===== config.mk =====
export PLATFORM = sky130hd
export DESIGN_NAME = mem_sram_ctrl
export DESIGN_NICKNAME = d
export VERILOG_FILES = /design/src/rtl/arm_mem_pkg.sv /design/src/rtl/mem_wait_counter.sv /design/src/rtl/mem_sram_ctrl.sv
export SDC_FILE = /design/constraint.sdc
export NUM_CORES = 1
export LEC_CHECK = 0
export BUFFER_PORTS_ARGS = -buffer_cell sky130_fd_sc_hd__buf_4
export CAP_MARGIN = 10
export CORE_UTILIZATION = 45
export CTS_CLUSTER_DIAMETER = 50
export CTS_CLUSTER_SIZE = 28
export DETAILED_ROUTE_END_ITERATION = 16
export PLACE_DENSITY_LB_ADDON = 0.1
export SYNTH_ARGS = -nofsm -noshare
export SYNTH_HDL_FRONTEND = slang
export SYNTH_SLANG_ARGS = --single-unit

===== constraint.sdc =====
create_clock -name clk -period 6 [get_ports clk]
set_input_delay 0.6 -clock clk [delete_from_list [all_inputs] [get_ports clk]]
set_output_delay 0.6 -clock clk [all_outputs]
set_load 0.02 [all_outputs]

===== src/rtl/arm_mem_pkg.sv =====
// arm_mem_pkg
// Shared definitions for the ARM pipeline memory subsystem.
//   sram_state_t    : access sequencer states (IDLE, LOW, HIGH, DONE)
//   SRAM_BASE_ADDR  : core byte address that maps to SRAM half-word 0
//   HALF_LO/HALF_HI : half-word select bit appended to the word index
package arm_mem_pkg;

  typedef enum logic [1:0] {
    IDLE = 2'd0,
    LOW  = 2'd1,
    HIGH = 2'd2,
    DONE = 2'd3
  } sram_state_t;

  localparam int SRAM_BASE_ADDR = 1024;

  localparam logic HALF_LO = 1'b0;
  localparam logic HALF_HI = 1'b1;

endpackage


===== src/rtl/mem_wait_counter.sv =====
// mem_wait_counter
// Loadable down-counter with a terminal-count flag. Loading wins over
// counting; the counter parks at zero once it gets there.
// Ports:
//   clk, rst    : clock, asynchronous active-high reset
//   load        : load load_value on the next edge
//   load_value  : value to count down from
//   en          : decrement by one per cycle while nonzero
//   tc          : high while the count is zero
module mem_wait_counter #(
  parameter int WIDTH = 2
) (
  input  logic             clk,
  input  logic             rst,
  input  logic             load,
  input  logic [WIDTH-1:0] load_value,
  input  logic             en,
  output logic             tc
);

  logic [WIDTH-1:0] count;

  // Count register: reload has priority, then decrement toward zero.
  always_ff @(posedge clk or posedge rst) begin
    if (rst) begin
      count <= '0;
    end else if (load) begin
      count <= load_value;
    end else if (en && !tc) begin
      count <= count - WIDTH'(1);
    end
  end

  assign tc = (count == '0);

endmodule


===== src/rtl/mem_sram_ctrl.sv =====
// mem_sram_ctrl
// MEM-stage memory controller: turns 32-bit word loads/stores into two
// 16-bit SRAM accesses (low half first), each held for WAIT_CYCLES cycles.
// ready is low while an access is in flight so the core freezes its pipeline.
// Ports:
//   clk, rst            : clock, asynchronous active-high reset
//   wr_en, rd_en        : store / load request, held until ready
//   address, wr_data    : word-aligned byte address, store data
//   rd_data             : load result, valid when ready=1 after a load
//   ready               : 0 = freeze pipeline
//   sram_addr           : SRAM half-word address
//   sram_dq_out/oe/in   : SRAM data bus (oe=1 when controller drives it)
//   sram_we_n           : SRAM write enable, active low
//   stall_count         : only with MEM_STALL_STATS_EN, saturating count of
//                         cycles a request waited with ready=0
module mem_sram_ctrl
  import arm_mem_pkg::*;
#(
  parameter int DATA_LEN      = 32,
  parameter int ADDRESS_LEN   = 32,
  parameter int SRAM_DATA_LEN = 16,
  parameter int SRAM_ADDR_LEN = 18,
  parameter int WAIT_CYCLES   = 3,
  parameter int BASE_ADDR     = SRAM_BASE_ADDR
) (
  input  logic                     clk,
  input  logic                     rst,
  input  logic                     wr_en,
  input  logic                     rd_en,
  input  logic [ADDRESS_LEN-1:0]   address,
  input  logic [DATA_LEN-1:0]      wr_data,
  output logic [DATA_LEN-1:0]      rd_data,
  output logic                     ready,
  output logic [SRAM_ADDR_LEN-1:0] sram_addr,
  output logic [SRAM_DATA_LEN-1:0] sram_dq_out,
  output logic                     sram_dq_oe,
  input  logic [SRAM_DATA_LEN-1:0] sram_dq_in,
  output logic                     sram_we_n
`ifdef MEM_STALL_STATS_EN
  , output logic [31:0]            stall_count
`endif
);

  localparam int CNT_W = (WAIT_CYCLES > 1) ? $clog2(WAIT_CYCLES) : 1;
  localparam logic [CNT_W-1:0] CNT_RELOAD = CNT_W'(WAIT_CYCLES - 1);

  sram_state_t state, state_next;

  logic req;
  logic cnt_load, cnt_en, cnt_tc;

  logic [SRAM_ADDR_LEN-2:0]          widx_new, widx_q;
  logic [DATA_LEN-SRAM_DATA_LEN-1:0] wdata_hi_q;
  logic [SRAM_DATA_LEN-1:0]          low_half_q;
  logic                              store_q;

  assign req = rd_en | wr_en;

  // Word index into the SRAM; the cast drops upper bits so out-of-range
  // addresses simply wrap.
  assign widx_new = (SRAM_ADDR_LEN-1)'((address - ADDRESS_LEN'(BASE_ADDR)) >> 2);

  // Each phase reloads the counter on entry and leaves on terminal count,
  // so a phase lasts exactly WAIT_CYCLES cycles.
  mem_wait_counter #(.WIDTH(CNT_W)) u_wait (
    .clk        (clk),
    .rst        (rst),
    .load       (cnt_load),
    .load_value (CNT_RELOAD),
    .en         (cnt_en),
    .tc         (cnt_tc)
  );

  // State register.
  always_ff @(posedge clk or posedge rst) begin
    if (rst) begin
      state <= IDLE;
    end else begin
      state <= state_next;
    end
  end

  // Next state, counter control and ready.
  always_comb begin
    state_next = state;
    ready      = 1'b0;
    cnt_load   = 1'b0;
    cnt_en     = 1'b0;
    case (state)
      IDLE: begin
        ready = ~req;
        if (req) begin
          state_next = LOW;
          cnt_load   = 1'b1;
        end
      end
      LOW: begin
        cnt_en = 1'b1;
        if (cnt_tc) begin
          state_next = HIGH;
          cnt_load   = 1'b1;
        end
      end
      HIGH: begin
        cnt_en = 1'b1;
        if (cnt_tc) begin
          state_next = DONE;
        end
      end
      DONE: begin
        // A request still held here belongs to the next instruction and
        // is picked up again from IDLE.
        ready      = 1'b1;
        state_next = IDLE;
      end
      default: state_next = IDLE;
    endcase
  end

  // Request latching and SRAM bus drive. Bus outputs change on phase
  // entry so we_n/oe cover the whole LOW and HIGH phases of a store.
  // The low half of a load is parked until the high half arrives so
  // rd_data only ever changes to a complete word.
  always_ff @(posedge clk or posedge rst) begin
    if (rst) begin
      widx_q      <= '0;
      wdata_hi_q  <= '0;
      store_q     <= 1'b0;
      low_half_q  <= '0;
      rd_data     <= '0;
      sram_addr   <= '0;
      sram_dq_out <= '0;
      sram_dq_oe  <= 1'b0;
      sram_we_n   <= 1'b1;
    end else begin
      case (state)
        IDLE: begin
          if (req) begin
            widx_q      <= widx_new;
            wdata_hi_q  <= wr_data[DATA_LEN-1:SRAM_DATA_LEN];
            store_q     <= wr_en;
            sram_addr   <= {widx_new, HALF_LO};
            sram_dq_out <= wr_data[SRAM_DATA_LEN-1:0];
            sram_dq_oe  <= wr_en;
            sram_we_n   <= ~wr_en;
          end
        end
        LOW: begin
          if (cnt_tc) begin
            if (!store_q) begin
              low_half_q <= sram_dq_in;
            end
            sram_addr   <= {widx_q, HALF_HI};
            sram_dq_out <= wdata_hi_q;
          end
        end
        HIGH: begin
          if (cnt_tc) begin
            if (!store_q) begin
              rd_data <= {sram_dq_in, low_half_q};
            end
            sram_dq_oe <= 1'b0;
            sram_we_n  <= 1'b1;
          end
        end
        default: ;
      endcase
    end
  end

`ifdef MEM_STALL_STATS_EN
  // Saturating count of cycles the core spent frozen on a request.
  always_ff @(posedge clk or posedge rst) begin
    if (rst) begin
      stall_count <= '0;
    end else if (req && !ready && (stall_count != 32'hFFFF_FFFF)) begin
      stall_count <= stall_count + 32'd1;
    end
  end
`endif

endmodule

==> out/metrics.yaml, run 1 <==
outcome: "completed"
die_w_um: 109.1
syn-num-nets: 492
nets: 631
cts.sinks: 122
hold_buffers: 0
ir_drop_uv: 321.0
clk_latency_ns: 0.41
die-height_um: 109.1
num_rows: 38
worst-setup-path-type: "flop to primary output"
synth-async-reset-ratio_pct: 100.0
wl_per_cell_um: 14.83
cts.htree.levels: 4
fin_crit_ns: 2.911
crit_family: "simple AND/OR/NAND/NOR gates"
max-cap-violations: 0
vias_per_cell: 5.043
tightest_slew_ns: 0.9959
synth_top_area_cell: "dfrtp_1"
area_growth_pct: 31.42
cp-start-kind: "flop"
vias: 3495
dieArea_mm2: 0.01189
crit_fanout: 9
synthFlopType: "dfrtp_1"
post-cts-setup-buffers: 0
drv_slew: 0
fin_crit_sh_pct: 48.51
track_usage_pct: 18.70
initial_core_util_pct: 46.96
drt-total-wl_um: 10270
synthTopCellsByCount: "dfrtp_1, mux2_2, nand2_1"
grt_pass1_wl_um: 16620
antenna_left: 0
hpwl_um: 6818
synth_edf_count: 0
n_antenna_cell: 0
drt_iter0_markers: 116
clk_pin_slew_worst_paths_ns: 0.05
synthCells: 401
p_per_area_mw_per_mm2: 595.1
synth_seq_cells: 122
crit_path_start: "state[0]"
leakagePower_nw: 3.161
required_ns: 5.40
cts_root_buf: "clkbuf_16"
ys_types: 41
fin_setup_tns_ns: 0
finClkSkew_ns: 0.005744
fmax_ghz: 0.3435
reg2reg_from: "state[0]"
cp.buffers_inverters: 2
clock_path_buffers: 2
synthDominantCellAreaShare_pct: 58.71
cts_resized: 0
hp-class: "input pin to asynchronous set/reset pin"
yosysSeqAreaShare_pct: 59.22
grt_max_degree: 80
worstPathCellList: "inv_1 > ha_1 > or3b_1 > a21oi_1 > buf_4"
synth.area.top_cells: "dfrtp_1, mux2_2, mux2i_1"
grt_pass1_vias: 3505
max-slew-margin-rel_pct: 33.61
cts_buffers: 17
max_stage_delay_ns: 0.56
netlist_area_mm2: 0.005157
antenna_found_initial: 0
final_core_util_pct: 61.71
portBuffers: 137
syn_avg_cell_area_um2: 12.86
overflow: 0
core-area_mm2: 0.01098
end_kind: "primary output"
final-hold-violation-count: 0
drcViolationCount: 0
io_pins: 153
finalSetupViolations: 0
cts_tree: "yes"
dr.pass1.iters: 4
crit_arrival_ns: 2.31
gp_congestion: 0.7712
drive_gt1_share_pct: 45.39
nFillCells: 903
rsz0062_at_grt: "false"
cp_slowest_cell: "or3b_1"
synth_warnings: 0
synth_most_common_cell: "dfrtp_1"
[cell type report]
type	count	area, µm²	area share (%)
Sequential cell	122	3054	45.06
Multi-Input combinational cell	247	1944	28.69
Timing Repair Buffer	142	1066	15.73
Clock buffer	27	473.0	6.978
Tap cell	140	175.2	2.584
Inverter	10	40.04	0.5907
Clock inverter	5	25.02	0.3692
[worst reg2reg max path: cells and delay by family (launching register included)]
| family | cells | cell delay, ns |
|---|---|---|
| buffers and inverters | 2 | 0.63 |
| and+or+nand+nor | 1 | 0.56 |
| DFF | 1 | 0.41 |
| adders and majority gates | 1 | 0.41 |
| AOI/OAI and AO/OA | 2 | 0.36 |
[sequential cells by signal, summed over array words and instances, names as in the netlist]
register	flops
rd_data	32
sram_addr	18
widx_q	17
low_half_q	16
sram_dq_out	16
wdata_hi_q	16
state	2
u_wait.count	2
sram_dq_oe	1
sram_we_n	1
store_q	1
[routing by layer]
metal	global-route usage, %	up-vias	wire (µm)
li1	-	1678	-
met1	23.31	1703	4532
met2	28.84	101	4824
met3	7.233	13	771
met4	8.108	0	146
met5	0	-	0
[through the flow]
stage	total power [mW]	cells	area [µm²]	hold slack (ns)	setup slack, ns
floorplan	2.628	401	5157	0.4479	2.159
CTS	4.086	693	6778	0.2590	3.055
global route	4.324	693	6778	0.2858	2.953
finish	4.033	693	6778	0.2446	3.089
detailed placement	3.207	661	6280	0.4703	3.483
global placement	3.142	661	6280	0.4625	3.508
[power breakdown]
part	switching, mW	internal (mW)	leakage (nW)
clock network	0.330	0.534	0.247
logic	0.907	0.803	1.46
registers	0.209	1.25	1.46
total	1.45	2.59	3.16
[placed cells by master (no fill, tap or decap), types with 2 or more instances in the layout]
master       n
a21oi_1      6
a32oi_1      3
and2_1       2
buf_4      142
clkbuf_1     9
clkbuf_16   17
clkinv_2     5
dfrtp_1    121
ha_1         6
inv_1        9
mux2_2      75
mux2i_1     25
nand2_1     48
nand2b_1     2
nand3_1      2
nor2_1       8
nor3_1       2
o211ai_1     2
o21ai_0     38
o21ai_2      4
xnor2_1      5
xor2_1       2
[cells by family after synthesis]
logic type               count (synthesis)  synth area share, %
AND/OR/NAND/NOR                         72                6.162
AO/OA/AOI/OAI                           61                7.060
flip-flops                             122                59.22
adder cells (fa/ha/maj)                  7                1.698
XOR/XNOR                                 7                1.189
multiplexers                           100                21.23
buffers and inverters                   32                3.445
[worst paths after layout]
path,to,slack (ns),depth (start not counted)
worst max register to register,sram_addr[6],3.48,6
worst min-delay path,rd_data[27],0.24,2
worst max-delay path,ready,3.09,5
min in group clk,wdata_hi_q[15],0.42,2
max in group asynchronous,sram_dq_out[8],4.33,3
worst min register to register,sram_dq_out[1],0.48,2
No activity file was read; power rests on OpenSTA's default activity.
==> run 2: changes to the inputs <==
clock period = 3 ns   (was 6 ns; I/O delays follow)
==> out/metrics.yaml, run 2 (same netlist as run 1, synthesis figures left out) <==
grt_pass1_wl_um: 17110  # +2.9%
hp-class: "input pin to flop"
clk_pin_slew_worst_paths_ns: 0.05  # about the same
core-area_mm2: 0.01098  # unchanged
ff_latch_area_mm2: 0.003054  # unchanged
max-slew-margin-rel_pct: 43.26  # +9.7 points
num_rows: 38  # unchanged
seqPwrFrac_pct: 34.6  # -1.6 points
max-cap-violations: 0  # unchanged
largest_register_ffs: 32  # unchanged
cts.sinks: 122  # unchanged
vias_per_cell: 5.013  # -0.60%
grt_pass1_vias: 3568  # +1.8%
fin_crit_ns: 2.637
area_growth_pct: 34.16
dieArea_mm2: 0.01189  # unchanged
end_kind: "primary output"
multi_input_area_mm2: 0.001944  # unchanged
drive_gt1_share_pct: 46.39  # +1.0 points
placed_cells: 662  # +0.15%
final_core_util_pct: 63.00  # +1.3 points
final-hold-violation-count: 0  # unchanged
regMostFlops: "rd_data"
rsz0062_at_grt: "false"
grt_max_degree: 96  # +20%
drcViolationCount: 0  # unchanged
hpwl_um: 7177  # +5.3%
ir_drop_uv: 527.9  # +64%
initial_core_util_pct: 46.96  # unchanged
top_regs: "rd_data: 32 flops, sram_addr: 18 flops, widx_q: 17 flops"
io_pins: 153  # unchanged
stdcell_area_mm2: 0.006919  # +2.1%
switching_share_pct: 34.81  # -1.0 points
final_cells: 694  # +0.14%
track_usage_pct: 19.02  # +0.32 points
timing.hold.ws_ns: 0.1312  # -0.1134 ns
pre_cts_slack_ns: 0.5813  # -2.901 ns
wl_per_cell_um: 15.32  # +3.4%
finalSetupViolations: 0  # unchanged
p_total_mw: 8.452  # +110%
internal-power_mw: 5.510  # +110%
nets: 633  # +0.32%
n_antenna_cell: 0  # unchanged
pwr-share-comb_pct: 41.2  # -1.2 points
antenna_left: 0  # unchanged
fin_setup_tns_ns: 0  # unchanged
dpl_cell_area_mm2: 0.006314  # +0.54%
required_ns: 2.70  # -2.70 ns
outcome: "completed"
cts_resized: 0  # unchanged
drt-total-wl_um: 10640  # +3.5%
vias: 3479  # -0.46%
p_per_area_mw_per_mm2: 1222  # +110%
finClkSkew_ns: 0.005613  # -0.0001317 ns
leakagePower_nw: 3.221  # +1.9%
cp-start-kind: "flop"
gp_congestion: 0.7459  # -3.3%
mostFrequentLayoutCell: "buf_4"
portBuffers: 137  # unchanged
nFillCells: 873  # -3.3%
cts_buffers: 17  # unchanged
fin_crit_sh_pct: 87.89
p_switching_mw: 2.942  # +100%
dr.pass1.iters: 4  # unchanged
clock_path_buffers: 2  # unchanged
crit_fanout: 9  # unchanged
drt_iter0_markers: 138  # +19%
clk_latency_ns: 0.40  # about the same
drv_slew: 0  # unchanged
worst-setup-path-type: "flop to primary output"
tightest_slew_ns: 0.8511  # -0.1448 ns
crit_arrival_ns: 2.34  # +0.03 ns
cts.htree.levels: 4  # unchanged
pwr-share-clk_pct: 24.3  # +2.9 points
die-height_um: 109.1  # unchanged
antenna_found_initial: 0  # unchanged
setup_ws_ns: 0.3633  # -2.726 ns
die_w_um: 109.1  # unchanged
mostFrequentLayoutCells: "buf_4, dfrtp_1, mux2_2"
cts_tree: "yes"
fmax_ghz: 0.3793
cts_root_buf: "clkbuf_16"
overflow: 0  # unchanged
[run 2: power by group through the flow]
| stage | clock network [mW] | registers (mW) | logic [mW] |
|---|---|---|---|
| floorplan | 0 | 3.42 | 1.83 |
| global placement | 0 | 2.90 | 3.43 |
| detailed placement | 0 | 2.95 | 3.53 |
| finish | 2.05 | 2.92 | 3.48 |
| CTS | 2.09 | 2.93 | 3.53 |
| global route | 2.17 | 3.03 | 3.81 |
[run 2: cell type report]
cell class,instances,area share [%]
Multi-Input combinational cell,247,28.10
Clock buffer,23,6.908
Inverter,10,0.5967
Timing Repair Buffer,144,16.02
Tap cell,140,2.532
Clock inverter,8,1.700
Sequential cell,122,44.14
[run 2: critical path: stages (launching register included)]
cell and delay (ns):
dfrtp_1 0.40, inv_1 0.14, ha_1 0.42, or3b_1 0.56, a21oi_1 0.24, buf_4 0.17
[run 2: final timing paths]
check	slack, ns	endpoint	cells after the start	from
setup / recovery	0.36	ready	5	state[0]
hold / removal	0.13	wdata_hi_q[15]	2	wr_data[31]
setup reg to reg	0.58	sram_dq_out[5]	6	state[0]
hold reg to reg	0.48	sram_dq_out[3]	2	sram_dq_out[3]
max in group asynchronous	1.57	wdata_hi_q[9]	4	rst
min in group asynchronous	0.54	rd_data[16]	3	rst
[run 2: per-layer routing]
layer	share of wire (%)	GRT usage [%]	wire length [µm]
met5	0	0	0
met4	1.3	7.529	136
met3	6.7	5.918	714
met2	49	30.64	5196
met1	43	23.81	4588
[run 2: timing repair]
| item | CTS | global route |
|---|---|---|
| setup buffers | 0 | 0 |
| endpoints found under the hold margin | 27 | 0 |
| hold buffers | 1 | 0 |
==> run 3: changes to the inputs <==
ABC_AREA = 1   (was unset)
==> out/metrics.yaml, run 3 <==
worstPathCellList: "inv_1 > ha_1 > inv_4 > nand2_2 > nand3_1 > a21oi_1 > o21ai_0 > nand2_1"
synth_most_common_cell: "nand2_1"
syn-num-nets: 667  # +36%
crit_arrival_ns: 2.47  # +0.13 ns
n_antenna_cell: 0  # unchanged
synth-async-reset-ratio_pct: 100.0  # unchanged
overflow: 0  # unchanged
die-height_um: 109.5  # +0.38%
final_core_util_pct: 62.13  # -0.87 points
netlist_area_mm2: 0.005197  # +0.78%
nets: 801  # +27%
wl_met1_um: 5285  # +15%
max_stage_delay_ns: 0.45  # -0.11 ns
drv_slew: 0  # unchanged
drt-total-wl_um: 11660  # +9.6%
post-cts-setup-buffers: 0  # unchanged
antenna_found_initial: 0  # unchanged
crit_path_start: "state[1]"
dr_wl_met3_um: 722  # +1.1%
cp-start-kind: "flop"
grt_max_degree: 61  # -36%
area_growth_pct: 31.85
p_per_area_mw_per_mm2: 1192  # -2.5%
max-cap-violations: 0  # unchanged
synth-compound-area-share_pct: 9.509  # +2.4 points
synth_seq_cells: 122  # unchanged
mostFrequentLayoutCell: "nand2_1"
crit_fanout: 36  # +27
tightest_slew_ns: 0.9423  # +0.09117 ns
top_layer: "met4"
dpl_cell_area_mm2: 0.006331  # +0.28%
ff2ff_path_depth: 8  # +2
synth-xor-area-share_pct: 0.6740  # -0.51 points
clk_pin_slew_worst_paths_ns: 0.05  # about the same
synth_fa_ha_area_share_pct: 1.685  # -0.013 points
yosysSeqAreaShare_pct: 58.76  # -0.46 points
cts.sinks: 122  # unchanged
hpwl_um: 7957  # +11%
portBuffers: 137  # unchanged
finalSetupViolations: 0  # unchanged
antenna_left: 0  # unchanged
gp_congestion: 0.7994  # +7.2%
clock_path_buffers: 2  # unchanged
initial_core_util_pct: 47.12  # +0.16 points
p_total_mw: 8.165  # -3.4%
dr.pass1.iters: 4  # unchanged
synth_simple_gate_area_share_pct: 19.84  # +14 points
track_usage_pct: 20.94  # +1.9 points
synth_top_area_cell: "dfrtp_1"
cp_slowest_cell: "nand3_1"
placed_cells: 831  # +26%
required_ns: 3.34  # +0.64 ns
reg2reg_from: "state[1]"
top_regs: "rd_data: 32 flops, sram_addr: 18 flops, widx_q: 17 flops"
outcome: "finished with violations"
grt_pass1_vias: 4130  # +16%
regMostFlops: "rd_data"
grt_pass1_wl_um: 19210  # +12%
leakagePower_nw: 3.516  # +9.2%
fmax_ghz: 0.4683  # +23%
largest_register_ffs: 32  # unchanged
synth_top_family_by_area: "simple AND/OR/NAND/NOR gates"
r2r-end: "sram_addr[12]"
cts_tree: "yes"
timing.hold.ws_ns: -0.002828  # -0.1340 ns
synth_warnings: 0  # unchanged
final-hold-violation-count: 2  # +2
stdcell_area_mm2: 0.006853  # -0.96%
syn_avg_cell_area_um2: 9.023  # -30%
num_rows: 38  # unchanged
ir_drop_uv: 702.7  # +33%
synthTopCellsByCount: "nand2_1, dfrtp_1, o21ai_0"
worst-setup-path-type: "flop to flop"
muxShareOfSynthArea_pct: 3.467  # -18 points
fin_setup_tns_ns: 0  # unchanged
pre_cts_slack_ns: 0.9134  # +0.3320 ns
vias_per_cell: 4.861  # -3.0%
rsz0062_at_grt: "false"
synth.area.top_cells: "dfrtp_1, nand2_1, o21ai_0"
drt_iter0_markers: 261  # +89%
cts.htree.levels: 4  # unchanged
synth_edf_count: 0  # unchanged
crit_path_end: "sram_addr[12]"
cts_root_buf: "clkbuf_16"
io_pins: 153  # unchanged
hp-class: "input pin to asynchronous set/reset pin"
final_cells: 861  # +24%
cts_resized: 0  # unchanged
cts_buffers: 17  # unchanged
core-area_mm2: 0.01103  # +0.43%
end_kind: "flop"
dieArea_mm2: 0.01198  # +0.76%
hold_buffers: 0  # -1
drcViolationCount: 0  # unchanged
synthFlopType: "dfrtp_1"
vias: 4185  # +20%
synthDominantCellAreaShare_pct: 58.26  # -0.45 points
mostFrequentLayoutCells: "nand2_1, buf_4, dfrtp_1"
die_w_um: 109.5  # +0.38%
fin_crit_sh_pct: 71.18  # -17 points
wl_met2_um: 5466  # +5.2%
drive_gt1_share_pct: 27.46  # -19 points
synthCells: 576  # +44%
fin_crit_ns: 2.135  # -0.5013 ns
wl_per_cell_um: 13.54  # -12%
nFillCells: 1019  # +17%
clk_latency_ns: 0.40  # about the same
ys_types: 27  # -34%
max-slew-margin-rel_pct: 37.03  # -6.2 points
violations: "hold timing"
ff2ff_setup_slack_ns: 0.86  # +0.28 ns
finClkSkew_ns: 0.005481  # -0.0001311 ns
setup_ws_ns: 0.8646  # +0.5013 ns
[run 3: cell types whose count changed in the layout (fill, tap and decap cells not counted), moves of 12 or more]
cell	delta
a31oi_1	+27
inv_1	+31
mux2_2	-59
mux2i_1	-25
nand2_1	+159
nor2_1	+36
o21ai_0	+12
[run 3: routing by layer]
| layer | up-vias | global-route usage, % |
|---|---|---|
| li1 | 2102 | - |
| met4 | 0 | 7.524 |
| met1 | 1954 | 27.07 |
| met3 | 18 | 5.928 |
| met5 | - | 0 |
| met2 | 111 | 33.69 |
[run 3: kinds of logic (layout without fill, tap and decap cells)]
family / count (synthesis) / count (layout)
AO/OA/AOI/OAI: 89 / 89
XOR/XNOR: 4 / 4
adder cells (fa/ha/maj): 7 / 7
buffers and inverters: 73 / 218
flip-flops: 122 / 122
multiplexers: 16 / 16
AND/OR/NAND/NOR: 265 / 265
[run 3: worst min-delay path by stage]
stage,start,end,depth (start not counted)
after floorplan,address[10],widx_q[8],1
final,rst,sram_dq_out[8],2
after detailed placement,rst,sram_dq_out[8],2
after global routing,rst,sram_dq_out[8],2
after global placement,rst,sram_dq_out[8],2
after CTS,rst,sram_dq_out[8],2
[run 3: final cells by class]
type                            count  area [µm²]  area share [%]
Clock buffer                       22       474.2           6.920
Clock inverter                      8       47.55          0.6938
Inverter                           45       175.2           2.556
Multi-Input combinational cell    381        1841           26.86
Sequential cell                   122        3054           44.57
Tap cell                          140       175.2           2.556
Timing Repair Buffer              143        1086           15.85
[run 3: power by group]
group | switching [mW] | internal (mW)
clock | 0.680 | 1.10
combinational | 2.08 | 1.38
sequential | 0.425 | 2.50
[run 3: worst max-delay path: cells and delay by family (launching register included)]
| kind | cells | cell delay, ns |
|---|---|---|
| compound gates | 2 | 0.45 |
| fa+ha+maj | 1 | 0.27 |
| buf+inv | 2 | 0.32 |
| flops | 1 | 0.39 |
| simple gates | 3 | 0.65 |
